### config.mk
export PLATFORM = sky130hd
export DESIGN_NAME = seg_display_sched
export DESIGN_NICKNAME = d
export VERILOG_FILES = /design/src/rtl/seg_pkg.sv /design/src/rtl/step_timer.sv /design/src/rtl/seg_display_sched.sv
export SDC_FILE = /design/constraint.sdc
export NUM_CORES = 1
export LEC_CHECK = 0
export BUFFER_PORTS_ARGS = -buffer_cell sky130_fd_sc_hd__buf_2
export CORE_AREA = 2 2 128 130
export CTS_CLUSTER_SIZE = 30
export DETAILED_ROUTE_END_ITERATION = 10
export DIE_AREA = 0 0 130 132
export GPL_ROUTABILITY_DRIVEN = 1
export HOLD_SLACK_MARGIN = 0.02
export PLACE_DENSITY = 0.77
export RECOVER_POWER = 25
export SLEW_MARGIN = 5
export SYNTH_ARGS = -nofsm -noshare
export SYNTH_HDL_FRONTEND = slang
export SYNTH_SLANG_ARGS = --single-unit
export TNS_END_PERCENT = 10
### constraint.sdc
create_clock -name clk -period 7.11 [get_ports clk]
set_clock_uncertainty 0.15 [all_clocks]
set_input_delay 0.3555 -clock clk [delete_from_list [all_inputs] [get_ports clk]]
set_output_delay 0.3555 -clock clk [all_outputs]
set_load 0.1 [all_outputs]
### src/rtl/seg_pkg.sv
// Shared types and constants for the seven-segment character display scheduler.
package seg_pkg;

   localparam logic [7:0] EMPTY     = 8'h00;
   localparam logic [7:0] CHAR_DASH = 8'h40;
   localparam logic [7:0] CHAR_ZERO = 8'h3f;

   localparam int unsigned MSG_CHARS = 8;

   localparam int unsigned SRC_FREE   = 0;
   localparam int unsigned SRC_LEARN  = 1;
   localparam int unsigned SRC_RESULT = 2;

   typedef enum logic {IDLE, SHOW} state_e;

   // Window k shows P[k..k+3] where P = four blanks followed by the message.
   function automatic logic [31:0] window(input logic [63:0] msg, input logic [3:0] k);
      logic [95:0] padded;
      logic [95:0] shifted;
      padded  = {msg, {4{EMPTY}}};
      shifted = padded >> {k, 3'b000};
      return shifted[31:0];
   endfunction

endpackage

### src/rtl/step_timer.sv
// Free-running step counter; tick marks the last cycle of each STEP_CYCLES interval.
module step_timer #(
   parameter int unsigned STEP_CYCLES = 4
) (
   input  logic clk,
   input  logic reset,
   input  logic clear,
   output logic tick
);

   localparam int unsigned CW = (STEP_CYCLES > 1) ? $clog2(STEP_CYCLES) : 1;
   localparam logic [CW-1:0] LAST = CW'(STEP_CYCLES - 1);

   logic [CW-1:0] cnt_q;

   assign tick = !clear && (cnt_q == LAST);

   always_ff @(posedge clk) begin
      if (!reset || clear || tick) begin
         cnt_q <= '0;
      end else begin
         cnt_q <= cnt_q + 1'b1;
      end
   end

endmodule

### src/rtl/seg_display_sched.sv
// Fixed-priority arbiter that scrolls the granted 8-char message through a 4-char window.
module seg_display_sched
   import seg_pkg::*;
#(
   parameter int unsigned STEP_CYCLES = 50_000_000
) (
   input  logic        clk,
   input  logic        reset,
   input  logic [2:0]  req,
   input  logic [63:0] msg0,
   input  logic [63:0] msg1,
   input  logic [63:0] msg2,
   input  logic [2:0]  loop,
   output logic [2:0]  grant,
   output logic        busy,
   output logic        done,
   output logic [31:0] win
);

   localparam logic [3:0] K_LAST = 4'(MSG_CHARS);

   state_e      state_q;
   logic [3:0]  k_q;
   logic [63:0] msg_q;
   logic        loop_q;
   logic        tick;
   logic [2:0]  pick;
   logic [2:0]  src_oh;
   logic [2:0]  above;
   logic        higher;
   logic [63:0] lat_msg;
   logic        lat_loop;

   step_timer #(
      .STEP_CYCLES (STEP_CYCLES)
   ) u_step_timer (
      .clk   (clk),
      .reset (reset),
      .clear (state_q == IDLE),
      .tick  (tick)
   );

   always_comb begin
      pick = 3'b000;
      if (req[SRC_RESULT]) begin
         pick = 3'(1 << SRC_RESULT);
      end else if (req[SRC_LEARN]) begin
         pick = 3'(1 << SRC_LEARN);
      end else if (req[SRC_FREE]) begin
         pick = 3'(1 << SRC_FREE);
      end
   end

   // In IDLE the latch source is the arbiter winner; in SHOW it is the current owner.
   assign src_oh = (state_q == IDLE) ? pick : grant;

   always_comb begin
      lat_msg  = msg0;
      lat_loop = loop[SRC_FREE];
      if (src_oh[SRC_RESULT]) begin
         lat_msg  = msg2;
         lat_loop = loop[SRC_RESULT];
      end else if (src_oh[SRC_LEARN]) begin
         lat_msg  = msg1;
         lat_loop = loop[SRC_LEARN];
      end
   end

   always_comb begin
      case (grant)
         3'b001:  above = 3'b110;
         3'b010:  above = 3'b100;
         default: above = 3'b000;
      endcase
      higher = |(req & above);
   end

   always_ff @(posedge clk) begin
      if (!reset) begin
         state_q <= IDLE;
         grant   <= 3'b000;
         done    <= 1'b0;
         k_q     <= 4'd0;
         msg_q   <= '0;
         loop_q  <= 1'b0;
      end else begin
         done <= 1'b0;
         unique case (state_q)
            IDLE: begin
               k_q <= 4'd0;
               if (|req) begin
                  state_q <= SHOW;
                  grant   <= pick;
                  msg_q   <= lat_msg;
                  loop_q  <= lat_loop;
               end
            end
            SHOW: begin
               if (tick) begin
                  if (k_q == K_LAST) begin
                     done <= 1'b1;
                     k_q  <= 4'd0;
                     if (loop_q && |(req & grant) && !higher) begin
                        msg_q <= lat_msg;
                     end else begin
                        state_q <= IDLE;
                        grant   <= 3'b000;
                     end
                  end else if (higher) begin
                     // Preempted passes end silently.
                     state_q <= IDLE;
                     grant   <= 3'b000;
                     k_q     <= 4'd0;
                  end else begin
                     k_q <= k_q + 4'd1;
                  end
               end
            end
            default: state_q <= IDLE;
         endcase
      end
   end

   assign busy = |grant;
   assign win  = window(msg_q, k_q);

endmodule

==> flow_results.xml, run 1 <==
<?xml version="1.0" encoding="UTF-8"?>
<metrics>
  <group name="drt">
    <metric name="route.vias.total" unit="">9094</metric>
    <metric name="drt_pass1_iterations" unit="">8</metric>
    <metric name="dr.first_iter.drc_count" unit="">1118</metric>
    <metric name="post-route-drc-count" unit="">0</metric>
    <metric name="route.detailed.vias_per_inst" unit="">6.32</metric>
    <metric name="route.final.wire_length" unit="um">26700</metric>
    <metric name="detail-route-antenna-nets" unit="">0</metric>
    <metric name="route.detailed.wl_per_inst" unit="um">18.6</metric>
  </group>
  <group name="floorplanning">
    <metric name="initial_utilization" unit="%">49.7</metric>
    <metric name="core-area" unit="um2">15700</metric>
    <metric name="floorplan.io_pins" unit="">237</metric>
    <metric name="fp.dieW" unit="um">130</metric>
    <metric name="die_height" unit="um">132</metric>
    <metric name="fp-row-count" unit="">46</metric>
    <metric name="die-area" unit="um2">17200</metric>
  </group>
  <group name="clocking">
    <metric name="cts.repair_timing.setup_buffer_count" unit="">0</metric>
    <metric name="cts_tree" unit="">done</metric>
    <metric name="postCtsHoldBufs" unit="">0</metric>
    <metric name="cts.path.max_buffers" unit="">2</metric>
    <metric name="postCtsResizedCells" unit="">0</metric>
    <metric name="numCtsBuffers" unit="">9</metric>
    <metric name="clock_latency" unit="ns">0.36</metric>
    <metric name="clock_tree.htree_level_count" unit="">3</metric>
    <metric name="cts_root_buffer" unit="">sky130_fd_sc_hd__clkbuf_16</metric>
    <metric name="cts_num_sinks" unit="">100</metric>
    <metric name="clk_pin_slew_worst_paths" unit="ns">0.07</metric>
  </group>
  <group name="sta">
    <metric name="fmax" unit="GHz">0.202</metric>
    <metric name="period_needed" unit="ns">4.94</metric>
    <metric name="final_count_of_hold_timing_violations" unit="">0</metric>
    <metric name="rsz0062_at_grt" unit="">false</metric>
    <metric name="report.final.slew_viol_count" unit="">66</metric>
    <metric name="worst_slew_margin_relative_to_its_limit" unit="%">-89.7</metric>
    <metric name="final_clock_period_utilization_by_the_worst_path" unit="%">69.5</metric>
    <metric name="finalSetupViolations" unit="">0</metric>
    <metric name="worst_pin_slew" unit="ns">2.84</metric>
    <metric name="setup_tns" unit="ns">0</metric>
  </group>
  <group name="global_routing">
    <metric name="largest_net_degree_at_the_start_of_global_routing" unit="">103</metric>
    <metric name="grt_util_all_layers" unit="%">30.6</metric>
    <metric name="grt_antenna_before_repair" unit="">0</metric>
    <metric name="wire_length_of_the_first_global_routing_pass" unit="um">42600</metric>
    <metric name="grt_remaining_overflow" unit="">0</metric>
    <metric name="grt_pass1_vias" unit="">8221</metric>
  </group>
  <group name="place">
    <metric name="dp_hpwl" unit="um">18600</metric>
    <metric name="gp_congestion" unit="">0.979</metric>
    <metric name="buffer_ports.inserted" unit="">236</metric>
    <metric name="total_placed_cells_including_tap_cells" unit="">1422</metric>
  </group>
  <group name="critical_path">
    <metric name="crit_path_max_fanout" unit="">65</metric>
    <metric name="rrSetupSlack" unit="ns">2.17</metric>
    <metric name="timing.rr.start" unit="">u_step_timer.cnt_q[0]</metric>
    <metric name="crit_required" unit="ns">7.23</metric>
    <metric name="worst-setup-path-type" unit="">flop to flop</metric>
    <metric name="cp.arrival" unit="ns">5.06</metric>
    <metric name="endpoint_kind" unit="">flop</metric>
    <metric name="worstSetupEndpoint" unit="">msg_q[55]</metric>
    <metric name="critical_path.startpoint" unit="">u_step_timer.cnt_q[0]</metric>
    <metric name="ff2ff_path_depth" unit="">7</metric>
    <metric name="worst_setup_path_start_kind" unit="">flop</metric>
    <metric name="rr_endpoint" unit="">msg_q[55]</metric>
  </group>
  <group name="yosys">
    <metric name="dominantRegCellSynth" unit="">sky130_fd_sc_hd__dfxtp_1</metric>
    <metric name="netlist-cell-type-count" unit="">53</metric>
    <metric name="synth-edff-count" unit="">0</metric>
    <metric name="synth_seq_cells" unit="">100</metric>
    <metric name="synth_seq_area_share" unit="%">25.6</metric>
    <metric name="yosysWarningCount" unit="">0</metric>
    <metric name="postSynthCellCount" unit="">1083</metric>
    <metric name="synth.net_count" unit="">1286</metric>
    <metric name="synthesis.area" unit="um2">7810</metric>
    <metric name="fraction_of_registers_with_async_set_or_reset_after_synthesis" unit="%">0</metric>
    <metric name="synth_area_per_cell" unit="um2">7.21</metric>
  </group>
  <group name="power">
    <metric name="power.ir.vdd_worst" unit="mV">0.144</metric>
    <metric name="power.density_cell_area" unit="nW/um2">158</metric>
    <metric name="power.static_leakage" unit="nW">3.36</metric>
  </group>
  <group name="final_layout">
    <metric name="layout.cells.most_common_list" unit="">sky130_fd_sc_hd__buf_2 (231), sky130_fd_sc_hd__o211ai_1 (128), sky130_fd_sc_hd__nor2_1 (117)</metric>
    <metric name="nets" unit="">1420</metric>
    <metric name="finalNonFillerCells" unit="">1438</metric>
    <metric name="most_common_library_cell_in_the_layout_ignoring_fill_and_taps" unit="">sky130_fd_sc_hd__buf_2</metric>
    <metric name="diodes" unit="">0</metric>
    <metric name="layout-drive-gt1-share" unit="%">25.0</metric>
    <metric name="flow.area_growth_from_synthesis" unit="%">16.9</metric>
  </group>
  <group name="job">
    <metric name="cap_viol_max_count" unit="">1</metric>
  </group>
  <group name="worst_hold_path">
    <metric name="min-delay-path-class" unit="">primary input to flop</metric>
  </group>
  <group name="status">
    <metric name="failed_checks" unit="">capacitance limit, slew limit</metric>
    <metric name="status" unit="">finished with violations</metric>
  </group>
</metrics>
[layout make-up]
cell class                      instances  area, um2
Inverter                                9       33.8
Sequential cell                       100       2000
Tap cell                              216        270
Timing Repair Buffer                  248       1260
Multi-Input combinational cell        849       5250
Fill cell                            1532       6590
Clock inverter                          7       86.3
Clock buffer                            9        225
[Yosys cell counts, drive strengths merged (7+ instances only)]
| master | number | share of area (%) |
|---|---|---|
| dfxtp | 100 | 26 |
| mux2 | 28 | 4.0 |
| nand4 | 13 | 1.1 |
| o211ai | 128 | 12 |
| a31oi | 66 | 5.3 |
| o21ai | 92 | 5.9 |
| inv | 9 | 0.43 |
| a21oi | 83 | 5.3 |
| nor2 | 118 | 5.7 |
| nand2 | 70 | 3.4 |
| clkbuf | 85 | 4.1 |
| nand3 | 76 | 4.9 |
| mux2i | 37 | 4.7 |
| a221oi | 8 | 0.90 |
| a32oi | 12 | 1.3 |
| buf | 40 | 3.2 |
| and3 | 11 | 0.88 |
| o22ai | 24 | 1.9 |
| xor2 | 17 | 1.9 |
| xnor2 | 7 | 0.79 |
[per-layer routing]
layer  part of all wire (%)  GRT usage (%)  vias to the layer above
met3                    7.2           4.71                       49
met1                     43           42.8                     4276
li1                       -              -                     4362
met2                     47           48.4                      407
met4                    2.3           9.62                        0
met5                      0              0                        -
[report_power, final]
part	leakage (nW)	total (mW)	internal, mW	switching [mW]
Clock	0.141	0.517	0.278	0.239
Sequential	0.814	0.618	0.584	0.0342
Combinational	2.40	0.307	0.124	0.182
[state kept, by name, summed over array words and instances (netlist names)]
signal and cells:
done 1, grant 3, k_q 4, loop_q 1, msg_q 64, state_q 1, u_step_timer.cnt_q 26
[metrics by stage]
step	utilization, %	hold WS [ns]	area, um2	power, mW	setup slack, ns
2_1_floorplan	-	0.268	7810	0.821	3.03
3_3_place_gp	56.2	0.280	8830	0.931	3.21
3_5_place_dp	56.2	0.292	8830	0.933	3.11
4_1_cts	58.2	0.130	9140	1.44	2.94
5_1_grt	58.1	0.139	9130	1.50	1.88
6_report	58.1	0.144	9130	1.44	2.17
[logic make-up after synthesis]
family | Yosys count | share of synthesized area (%)
XOR/XNOR | 24 | 2.69
adder cells (fa/ha/maj) | 3 | 0.481
AO/OA/AOI/OAI | 439 | 35.8
AND/OR/NAND/NOR | 318 | 18.9
flip-flops | 100 | 25.6
buffers and inverters | 134 | 7.71
multiplexers | 65 | 8.78
[critical path, stage by stage, from the launching register on]
cell	delay (ns)
sky130_fd_sc_hd__dfxtp_1	0.37
sky130_fd_sc_hd__ha_1	0.22
sky130_fd_sc_hd__and4_1	0.25
sky130_fd_sc_hd__nor2b_1	0.69
sky130_fd_sc_hd__a31o_2	0.27
sky130_fd_sc_hd__clkbuf_1	2.01
sky130_fd_sc_hd__o211ai_1	0.57
sky130_fd_sc_hd__a21oi_1	0.30
[how the worst min path moves through the flow]
stage               slack [ns]                     to  cells after the start                   from
CTS                       0.13               grant[0]                      2                 req[0]
global placement          0.28  u_step_timer.cnt_q[0]                      1  u_step_timer.cnt_q[0]
detailed placement        0.29  u_step_timer.cnt_q[0]                      1  u_step_timer.cnt_q[0]
global route              0.14               grant[0]                      2                 req[0]
floorplan                 0.27  u_step_timer.cnt_q[0]                      1  u_step_timer.cnt_q[0]
finish                    0.14               grant[0]                      2                 req[0]
(Power assumes the default switching activity.)
==> run 2: changes to the inputs <==
--- a/config.mk
+++ b/config.mk
@@ -5,14 +5,15 @@
 export SDC_FILE = /design/constraint.sdc
 export NUM_CORES = 1
 export LEC_CHECK = 0
+export ABC_AREA = 1
 export BUFFER_PORTS_ARGS = -buffer_cell sky130_fd_sc_hd__buf_2
-export CORE_AREA = 2 2 128 130
+export CORE_AREA = 2 2 134 136
 export CTS_CLUSTER_SIZE = 30
 export DETAILED_ROUTE_END_ITERATION = 10
-export DIE_AREA = 0 0 130 132
+export DIE_AREA = 0 0 136 138
 export GPL_ROUTABILITY_DRIVEN = 1
 export HOLD_SLACK_MARGIN = 0.02
-export PLACE_DENSITY = 0.77
+export PLACE_DENSITY = 0.76
 export RECOVER_POWER = 25
 export SLEW_MARGIN = 5
 export SYNTH_ARGS = -nofsm -noshare
==> constraint.sdc (replaced) <==
create_clock -name clk -period 4.55 [get_ports clk]
set_clock_uncertainty 0.15 [all_clocks]
set_input_delay 0.2275 -clock clk [delete_from_list [all_inputs] [get_ports clk]]
set_output_delay 0.2275 -clock clk [all_outputs]
set_load 0.1 [all_outputs]
==> flow_results.xml, run 2 <==
<?xml version="1.0" encoding="UTF-8"?>
<metrics>
  <group name="yosys">
    <metric name="dominantRegCellSynth" unit="">sky130_fd_sc_hd__dfxtp_1</metric>
    <metric name="synth_area_per_cell" unit="um2">5.45</metric>
    <metric name="netlist-cell-type-count" unit="">33</metric>
    <metric name="fraction_of_registers_with_async_set_or_reset_after_synthesis" unit="%">0</metric>
    <metric name="synth-edff-count" unit="">0</metric>
    <metric name="synthesis.area" unit="um2">8510</metric>
    <metric name="synth_seq_area_share" unit="%">23.5</metric>
    <metric name="synth_seq_cells" unit="">100</metric>
    <metric name="postSynthCellCount" unit="">1562</metric>
    <metric name="yosysWarningCount" unit="">0</metric>
    <metric name="synth_common_cells" unit="">sky130_fd_sc_hd__nand2_1 (462), sky130_fd_sc_hd__inv_1 (256), sky130_fd_sc_hd__nand3_1 (241)</metric>
    <metric name="synth_top_area_share" unit="%">23.5</metric>
    <metric name="yosys-top-cells-area" unit="">sky130_fd_sc_hd__dfxtp_1 (24%), sky130_fd_sc_hd__nand2_1 (20%), sky130_fd_sc_hd__nand3_1 (14%)</metric>
    <metric name="synthMostInstantiatedCell" unit="">sky130_fd_sc_hd__nand2_1</metric>
    <metric name="synth.net_count" unit="">1765</metric>
    <metric name="synth_largest_area_cell" unit="">sky130_fd_sc_hd__dfxtp_1</metric>
  </group>
  <group name="clocking">
    <metric name="clk_pin_slew_worst_paths" unit="ns">0.07</metric>
    <metric name="clock_tree.htree_level_count" unit="">3</metric>
    <metric name="cts_num_sinks" unit="">100</metric>
    <metric name="cts.path.max_buffers" unit="">2</metric>
    <metric name="postCtsResizedCells" unit="">0</metric>
    <metric name="clock_latency" unit="ns">0.36</metric>
    <metric name="cts_root_buffer" unit="">sky130_fd_sc_hd__clkbuf_16</metric>
    <metric name="cts_tree" unit="">done</metric>
    <metric name="numCtsBuffers" unit="">9</metric>
  </group>
  <group name="critical_path">
    <metric name="endpoint_kind" unit="">flop</metric>
    <metric name="worst_setup_path_start_kind" unit="">flop</metric>
    <metric name="ff2ff_path_depth" unit="">11</metric>
    <metric name="cp.arrival" unit="ns">3.59</metric>
    <metric name="rrSetupSlack" unit="ns">1.05</metric>
    <metric name="rr_endpoint" unit="">msg_q[6]</metric>
    <metric name="crit_path_max_fanout" unit="">88</metric>
    <metric name="worst-setup-path-type" unit="">flop to flop</metric>
    <metric name="crit_required" unit="ns">4.64</metric>
    <metric name="timing.rr.start" unit="">k_q[0]</metric>
  </group>
  <group name="final_layout">
    <metric name="largest_reg_flops" unit="">64</metric>
    <metric name="finish.instance_area" unit="um2">9820</metric>
    <metric name="finalNonFillerCells" unit="">1955</metric>
    <metric name="layout.cells.most_common_list" unit="">sky130_fd_sc_hd__nand2_1 (461), sky130_fd_sc_hd__inv_1 (256), sky130_fd_sc_hd__nand3_1 (241)</metric>
    <metric name="regMostFlops" unit="">msg_q</metric>
    <metric name="diodes" unit="">0</metric>
    <metric name="layout_top_registers" unit="">msg_q (64), u_step_timer.cnt_q (26), k_q (4)</metric>
    <metric name="flow.area_growth_from_synthesis" unit="%">15.5</metric>
    <metric name="layout-drive-gt1-share" unit="%">16.0</metric>
    <metric name="most_common_library_cell_in_the_layout_ignoring_fill_and_taps" unit="">sky130_fd_sc_hd__nand2_1</metric>
    <metric name="nets" unit="">1924</metric>
  </group>
  <group name="floorplanning">
    <metric name="fp-row-count" unit="">49</metric>
    <metric name="core-area" unit="um2">17500</metric>
    <metric name="initial_utilization" unit="%">48.5</metric>
    <metric name="fp.dieW" unit="um">136</metric>
    <metric name="die_height" unit="um">138</metric>
    <metric name="die-area" unit="um2">18800</metric>
    <metric name="floorplan.io_pins" unit="">237</metric>
  </group>
  <group name="sta">
    <metric name="setup_tns" unit="ns">0</metric>
    <metric name="finalSetupViolations" unit="">0</metric>
    <metric name="worst_pin_slew" unit="ns">1.72</metric>
    <metric name="report.final.slew_viol_count" unit="">54</metric>
    <metric name="final_clock_period_utilization_by_the_worst_path" unit="%">77.0</metric>
    <metric name="fmax" unit="GHz">0.285</metric>
    <metric name="final.setup.worst_slack" unit="ns">1.05</metric>
    <metric name="period_needed" unit="ns">3.50</metric>
    <metric name="final_count_of_hold_timing_violations" unit="">0</metric>
    <metric name="rsz0062_at_grt" unit="">false</metric>
    <metric name="worst_slew_margin_relative_to_its_limit" unit="%">-14.6</metric>
  </group>
  <group name="worst_hold_path">
    <metric name="worst_hold_path.num_cells" unit="">3</metric>
    <metric name="worstHoldEndpoint" unit="">loop_q</metric>
    <metric name="hp-start" unit="">loop[0]</metric>
    <metric name="min-delay-path-class" unit="">primary input to flop</metric>
  </group>
  <group name="global_routing">
    <metric name="grt_remaining_overflow" unit="">0</metric>
    <metric name="grt_pass1_vias" unit="">8771</metric>
    <metric name="wire_length_of_the_first_global_routing_pass" unit="um">43000</metric>
    <metric name="grt_util_all_layers" unit="%">28.0</metric>
    <metric name="grt_antenna_before_repair" unit="">0</metric>
    <metric name="largest_net_degree_at_the_start_of_global_routing" unit="">109</metric>
  </group>
  <group name="place">
    <metric name="buffer_ports.inserted" unit="">236</metric>
    <metric name="gp_congestion" unit="">0.977</metric>
    <metric name="total_placed_cells_including_tap_cells" unit="">1938</metric>
    <metric name="placed_cell_area" unit="um2">9540</metric>
    <metric name="placement.setup.worst_slack" unit="ns">1.75</metric>
    <metric name="dp_hpwl" unit="um">20400</metric>
  </group>
  <group name="drt">
    <metric name="route.final.wire_length" unit="um">27000</metric>
    <metric name="detail-route-antenna-nets" unit="">0</metric>
    <metric name="dr.first_iter.drc_count" unit="">899</metric>
    <metric name="route.vias.total" unit="">10100</metric>
    <metric name="route.detailed.wl_per_inst" unit="um">13.8</metric>
    <metric name="route.detailed.vias_per_inst" unit="">5.18</metric>
    <metric name="post-route-drc-count" unit="">0</metric>
    <metric name="drt_pass1_iterations" unit="">5</metric>
  </group>
  <group name="job">
    <metric name="cap_viol_max_count" unit="">1</metric>
  </group>
  <group name="status">
    <metric name="status" unit="">finished with violations</metric>
    <metric name="failed_checks" unit="">capacitance limit, slew limit</metric>
  </group>
  <group name="power">
    <metric name="power.ir.vdd_worst" unit="mV">0.158</metric>
    <metric name="power.static_leakage" unit="nW">5.40</metric>
    <metric name="power.density_cell_area" unit="nW/um2">261</metric>
    <metric name="power.total" unit="mW">2.57</metric>
  </group>
</metrics>
==> run 2: cells by family after synthesis <==
logic type | after synthesis | synth area share, %
AO/OA/AOI/OAI | 210 | 13.4
XOR/XNOR | 10 | 1.03
adder cells (fa/ha/maj) | 3 | 0.441
buffers and inverters | 365 | 18.2
flip-flops | 100 | 23.5
multiplexers | 11 | 1.29
AND/OR/NAND/NOR | 863 | 42.2
==> run 2: area by class of cell <==
type / count / area (um2)
Sequential cell: 100 / 2000
Clock inverter: 5 / 43.8
Inverter: 262 / 983
Timing Repair Buffer: 251 / 1290
Tap cell: 229 / 287
Fill cell: 1896 / 7710
Clock buffer: 11 / 243
Multi-Input combinational cell: 1097 / 4970
==> run 2: through the flow <==
| stage | hold WS (ns) | util [%] |
|---|---|---|
| finish | 0.0533 | 56.0 |
| global route | 0.0829 | 56.0 |
| CTS | 0.0519 | 56.1 |
| detailed placement | 0.292 | 54.4 |
| global placement | 0.281 | 54.4 |
| floorplan | 0.268 | - |
==> run 2: worst max-delay path by stage <==
stage / cells after the start / start / to
finish: 11 / k_q[0] / msg_q[6]
global route: 11 / k_q[0] / msg_q[8]
CTS: 8 / k_q[0] / win[18]
detailed placement: 11 / u_step_timer.cnt_q[0] / msg_q[42]
global placement: 8 / k_q[0] / win[18]
floorplan: 5 / k_q[0] / win[16]
==> run 2: where the power goes <==
part / switching [mW] / internal [mW] / total (mW)
clock network: 0.360 / 0.393 / 0.753
logic: 0.526 / 0.276 / 0.802
registers: 0.0641 / 0.949 / 1.01
==> run 2: metal layers <==
layer / vias up / wire (um) / track usage [%]
met5: - / 0 / 0
met4: 0 / 506 / 6.25
met3: 43 / 1940 / 3.85
met2: 401 / 12300 / 44.4
met1: 4514 / 12300 / 40.3
li1: 5176 / - / -
==> run 2: what timing repair did <==
item	4_1_cts	5_1_grt
hold buffers	1	0
hold endpoints to repair	1	0
setup buffers	0	0
==> run 2: worst max-delay path: stages (launching register included) <==
cell                      delay [ns]
sky130_fd_sc_hd__dfxtp_2        0.32
sky130_fd_sc_hd__inv_1          0.09
sky130_fd_sc_hd__buf_4          0.19
sky130_fd_sc_hd__ha_1           0.16
sky130_fd_sc_hd__nand3_1        0.15
sky130_fd_sc_hd__nor2_1         0.14
sky130_fd_sc_hd__nand2_1        0.06
sky130_fd_sc_hd__nand2_1        0.92
sky130_fd_sc_hd__buf_4          0.81
sky130_fd_sc_hd__nand3_1        0.17
sky130_fd_sc_hd__nand2_1        0.11
sky130_fd_sc_hd__nor2_1         0.04
==> run 3: changes to the inputs <==
--- a/config.mk
+++ b/config.mk
@@ -5,15 +5,15 @@
 export SDC_FILE = /design/constraint.sdc
 export NUM_CORES = 1
 export LEC_CHECK = 0
-export ABC_AREA = 1
+export ABC_AREA = 0
 export BUFFER_PORTS_ARGS = -buffer_cell sky130_fd_sc_hd__buf_2
-export CORE_AREA = 2 2 134 136
+export CORE_AREA = 2 2 128 130
 export CTS_CLUSTER_SIZE = 30
 export DETAILED_ROUTE_END_ITERATION = 10
-export DIE_AREA = 0 0 136 138
+export DIE_AREA = 0 0 130 132
 export GPL_ROUTABILITY_DRIVEN = 1
 export HOLD_SLACK_MARGIN = 0.02
-export PLACE_DENSITY = 0.76
+export PLACE_DENSITY = 0.77
 export RECOVER_POWER = 25
 export SLEW_MARGIN = 5
 export SYNTH_ARGS = -nofsm -noshare
==> constraint.sdc (replaced) <==
create_clock -name clk -period 3.7 [get_ports clk]
set_clock_uncertainty 0.15 [all_clocks]
set_input_delay 0.185 -clock clk [delete_from_list [all_inputs] [get_ports clk]]
set_output_delay 0.185 -clock clk [all_outputs]
set_load 0.1 [all_outputs]
==> flow_results.xml, run 3 (synthesis results as in run 1) <==
<?xml version="1.0" encoding="UTF-8"?>
<metrics>
  <group name="final_layout">
    <metric name="layout_top_registers" unit="">msg_q (64), u_step_timer.cnt_q (26), k_q (4)</metric>
    <metric name="most_common_library_cell_in_the_layout_ignoring_fill_and_taps" unit="">sky130_fd_sc_hd__buf_2</metric>
    <metric name="layout.cells.most_common_list" unit="">sky130_fd_sc_hd__buf_2 (231), sky130_fd_sc_hd__o211ai_1 (128), sky130_fd_sc_hd__nor2_1 (117)</metric>
    <metric name="nets" unit="">1436</metric>
    <metric name="diodes" unit="">0</metric>
    <metric name="flow.area_growth_from_synthesis" unit="%">18.3</metric>
    <metric name="layout-drive-gt1-share" unit="%">25.6</metric>
    <metric name="finalNonFillerCells" unit="">1454</metric>
    <metric name="largest_reg_flops" unit="">64</metric>
    <metric name="regMostFlops" unit="">msg_q</metric>
  </group>
  <group name="power">
    <metric name="p_int" unit="mW">1.89</metric>
    <metric name="power.total" unit="mW">2.72</metric>
    <metric name="power.ir.vdd_worst" unit="mV">0.234</metric>
    <metric name="seq_power_share" unit="%">43.5</metric>
    <metric name="pwr-share-clk" unit="%">34.7</metric>
    <metric name="net_switching_power_of_the_design" unit="uW">837</metric>
    <metric name="power.density_cell_area" unit="nW/um2">295</metric>
    <metric name="power.combinational.fraction" unit="%">21.8</metric>
    <metric name="sw_frac_of_total" unit="%">30.7</metric>
    <metric name="power.static_leakage" unit="nW">3.45</metric>
  </group>
  <group name="drt">
    <metric name="route.detailed.vias_per_inst" unit="">6.27</metric>
    <metric name="dr.first_iter.drc_count" unit="">976</metric>
    <metric name="detail-route-antenna-nets" unit="">0</metric>
    <metric name="post-route-drc-count" unit="">0</metric>
    <metric name="route.detailed.wl_per_inst" unit="um">17.9</metric>
    <metric name="route.final.wire_length" unit="um">26000</metric>
    <metric name="route.vias.total" unit="">9119</metric>
    <metric name="drt_pass1_iterations" unit="">8</metric>
  </group>
  <group name="clocking">
    <metric name="cts_tree" unit="">done</metric>
    <metric name="clock_tree.htree_level_count" unit="">3</metric>
    <metric name="clk_pin_slew_worst_paths" unit="ns">0.07</metric>
    <metric name="postCtsResizedCells" unit="">0</metric>
    <metric name="numCtsBuffers" unit="">9</metric>
    <metric name="cts_root_buffer" unit="">sky130_fd_sc_hd__clkbuf_16</metric>
    <metric name="clock_latency" unit="ns">0.35</metric>
    <metric name="cts_num_sinks" unit="">100</metric>
    <metric name="cts.path.max_buffers" unit="">2</metric>
  </group>
  <group name="critical_path">
    <metric name="worst-setup-path-type" unit="">flop to flop</metric>
    <metric name="crit_required" unit="ns">3.83</metric>
    <metric name="worst_setup_path_start_kind" unit="">flop</metric>
    <metric name="crit_path_max_fanout" unit="">65</metric>
    <metric name="endpoint_kind" unit="">flop</metric>
    <metric name="cp.arrival" unit="ns">3.41</metric>
  </group>
  <group name="sta">
    <metric name="worst_slew_margin_relative_to_its_limit" unit="%">7.92</metric>
    <metric name="final_clock_period_utilization_by_the_worst_path" unit="%">88.9</metric>
    <metric name="final_count_of_hold_timing_violations" unit="">0</metric>
    <metric name="report.final.slew_viol_count" unit="">0</metric>
    <metric name="worst_pin_slew" unit="ns">1.38</metric>
    <metric name="rsz0062_at_grt" unit="">false</metric>
    <metric name="finalSetupViolations" unit="">0</metric>
    <metric name="fmax" unit="GHz">0.304</metric>
    <metric name="period_needed" unit="ns">3.29</metric>
    <metric name="final.setup.worst_slack" unit="ns">0.411</metric>
  </group>
  <group name="floorplanning">
    <metric name="fp.dieW" unit="um">130</metric>
    <metric name="initial_utilization" unit="%">49.7</metric>
    <metric name="die-area" unit="um2">17200</metric>
    <metric name="floorplan.io_pins" unit="">237</metric>
    <metric name="fp-row-count" unit="">46</metric>
    <metric name="die_height" unit="um">132</metric>
    <metric name="core-area" unit="um2">15700</metric>
  </group>
  <group name="place">
    <metric name="dp_hpwl" unit="um">18700</metric>
    <metric name="placement.setup.worst_slack" unit="ns">1.03</metric>
    <metric name="gp_congestion" unit="">0.955</metric>
    <metric name="total_placed_cells_including_tap_cells" unit="">1436</metric>
    <metric name="buffer_ports.inserted" unit="">236</metric>
  </group>
  <group name="status">
    <metric name="status" unit="">complete, no violations</metric>
  </group>
  <group name="global_routing">
    <metric name="largest_net_degree_at_the_start_of_global_routing" unit="">131</metric>
    <metric name="grt_remaining_overflow" unit="">0</metric>
    <metric name="grt_pass1_vias" unit="">8238</metric>
    <metric name="wire_length_of_the_first_global_routing_pass" unit="um">41700</metric>
    <metric name="grt_antenna_before_repair" unit="">0</metric>
    <metric name="grt_util_all_layers" unit="%">29.6</metric>
  </group>
  <group name="job">
    <metric name="cap_viol_max_count" unit="">0</metric>
  </group>
  <group name="worst_hold_path">
    <metric name="min-delay-path-class" unit="">primary input to flop</metric>
  </group>
</metrics>
run 3: worst paths after layout:
| kind | slack [ns] | to | cells after the start | start |
|---|---|---|---|---|
| max | 0.41 | msg_q[60] | 6 | u_step_timer.cnt_q[11] |
| min | 0.05 | grant[2] | 3 | req[2] |
| max reg2reg | 0.41 | msg_q[60] | 6 | u_step_timer.cnt_q[11] |
| min reg2reg | 0.31 | u_step_timer.cnt_q[0] | 1 | u_step_timer.cnt_q[0] |
run 3: layer usage:
metal,track usage [%],wire length (um)
met5,0,0
met2,48.2,12600
met1,41.3,11400
met4,6.39,303
met3,4.42,1640
run 3: critical path, cell delays in order, from the launching register on:
cell and delay [ns]:
sky130_fd_sc_hd__dfxtp_1 0.33, sky130_fd_sc_hd__or4b_1 0.57, sky130_fd_sc_hd__nor4_1 0.44, sky130_fd_sc_hd__a31o_2 0.22, sky130_fd_sc_hd__clkbuf_2 0.92, sky130_fd_sc_hd__o211ai_1 0.33
sky130_fd_sc_hd__a21oi_1 0.23
run 3: stage by stage:
stage | hold WS (ns) | area [um2] | util, % | setup TNS, ns
3_5_place_dp | 0.295 | 8970 | 57.1 | 0
3_3_place_gp | 0.280 | 8970 | 57.1 | 0
6_report | 0.0534 | 9240 | 58.8 | 0
5_1_grt | 0.0795 | 9240 | 58.8 | 0
4_1_cts | 0.0495 | 9280 | 59.1 | 0
2_1_floorplan | 0.158 | 7810 | - | -0.767
run 3: power groups by stage:
stage | Combinational, mW | Sequential [mW] | Clock (mW)
after detailed placement | 0.586 | 1.21 | 0
after floorplan | 0.386 | 1.19 | 0
after global placement | 0.578 | 1.21 | 0
after global routing | 0.655 | 1.19 | 1.00
final | 0.593 | 1.19 | 0.946
after CTS | 0.589 | 1.18 | 0.957
run 3: final cells by class:
| class | count | area [um2] |
|---|---|---|
| Fill cell | 1456 | 6470 |
| Multi-Input combinational cell | 849 | 5230 |
| Sequential cell | 100 | 2000 |
| Timing Repair Buffer | 264 | 1410 |
| Clock buffer | 13 | 270 |
| Tap cell | 216 | 270 |
| Inverter | 9 | 33.8 |
| Clock inverter | 3 | 27.5 |
run 3: repair_timing:
item | CTS | global route
endpoints found under the hold margin | 2 | 0
hold buffers | 2 | 0
buffers inserted | 0 | 0
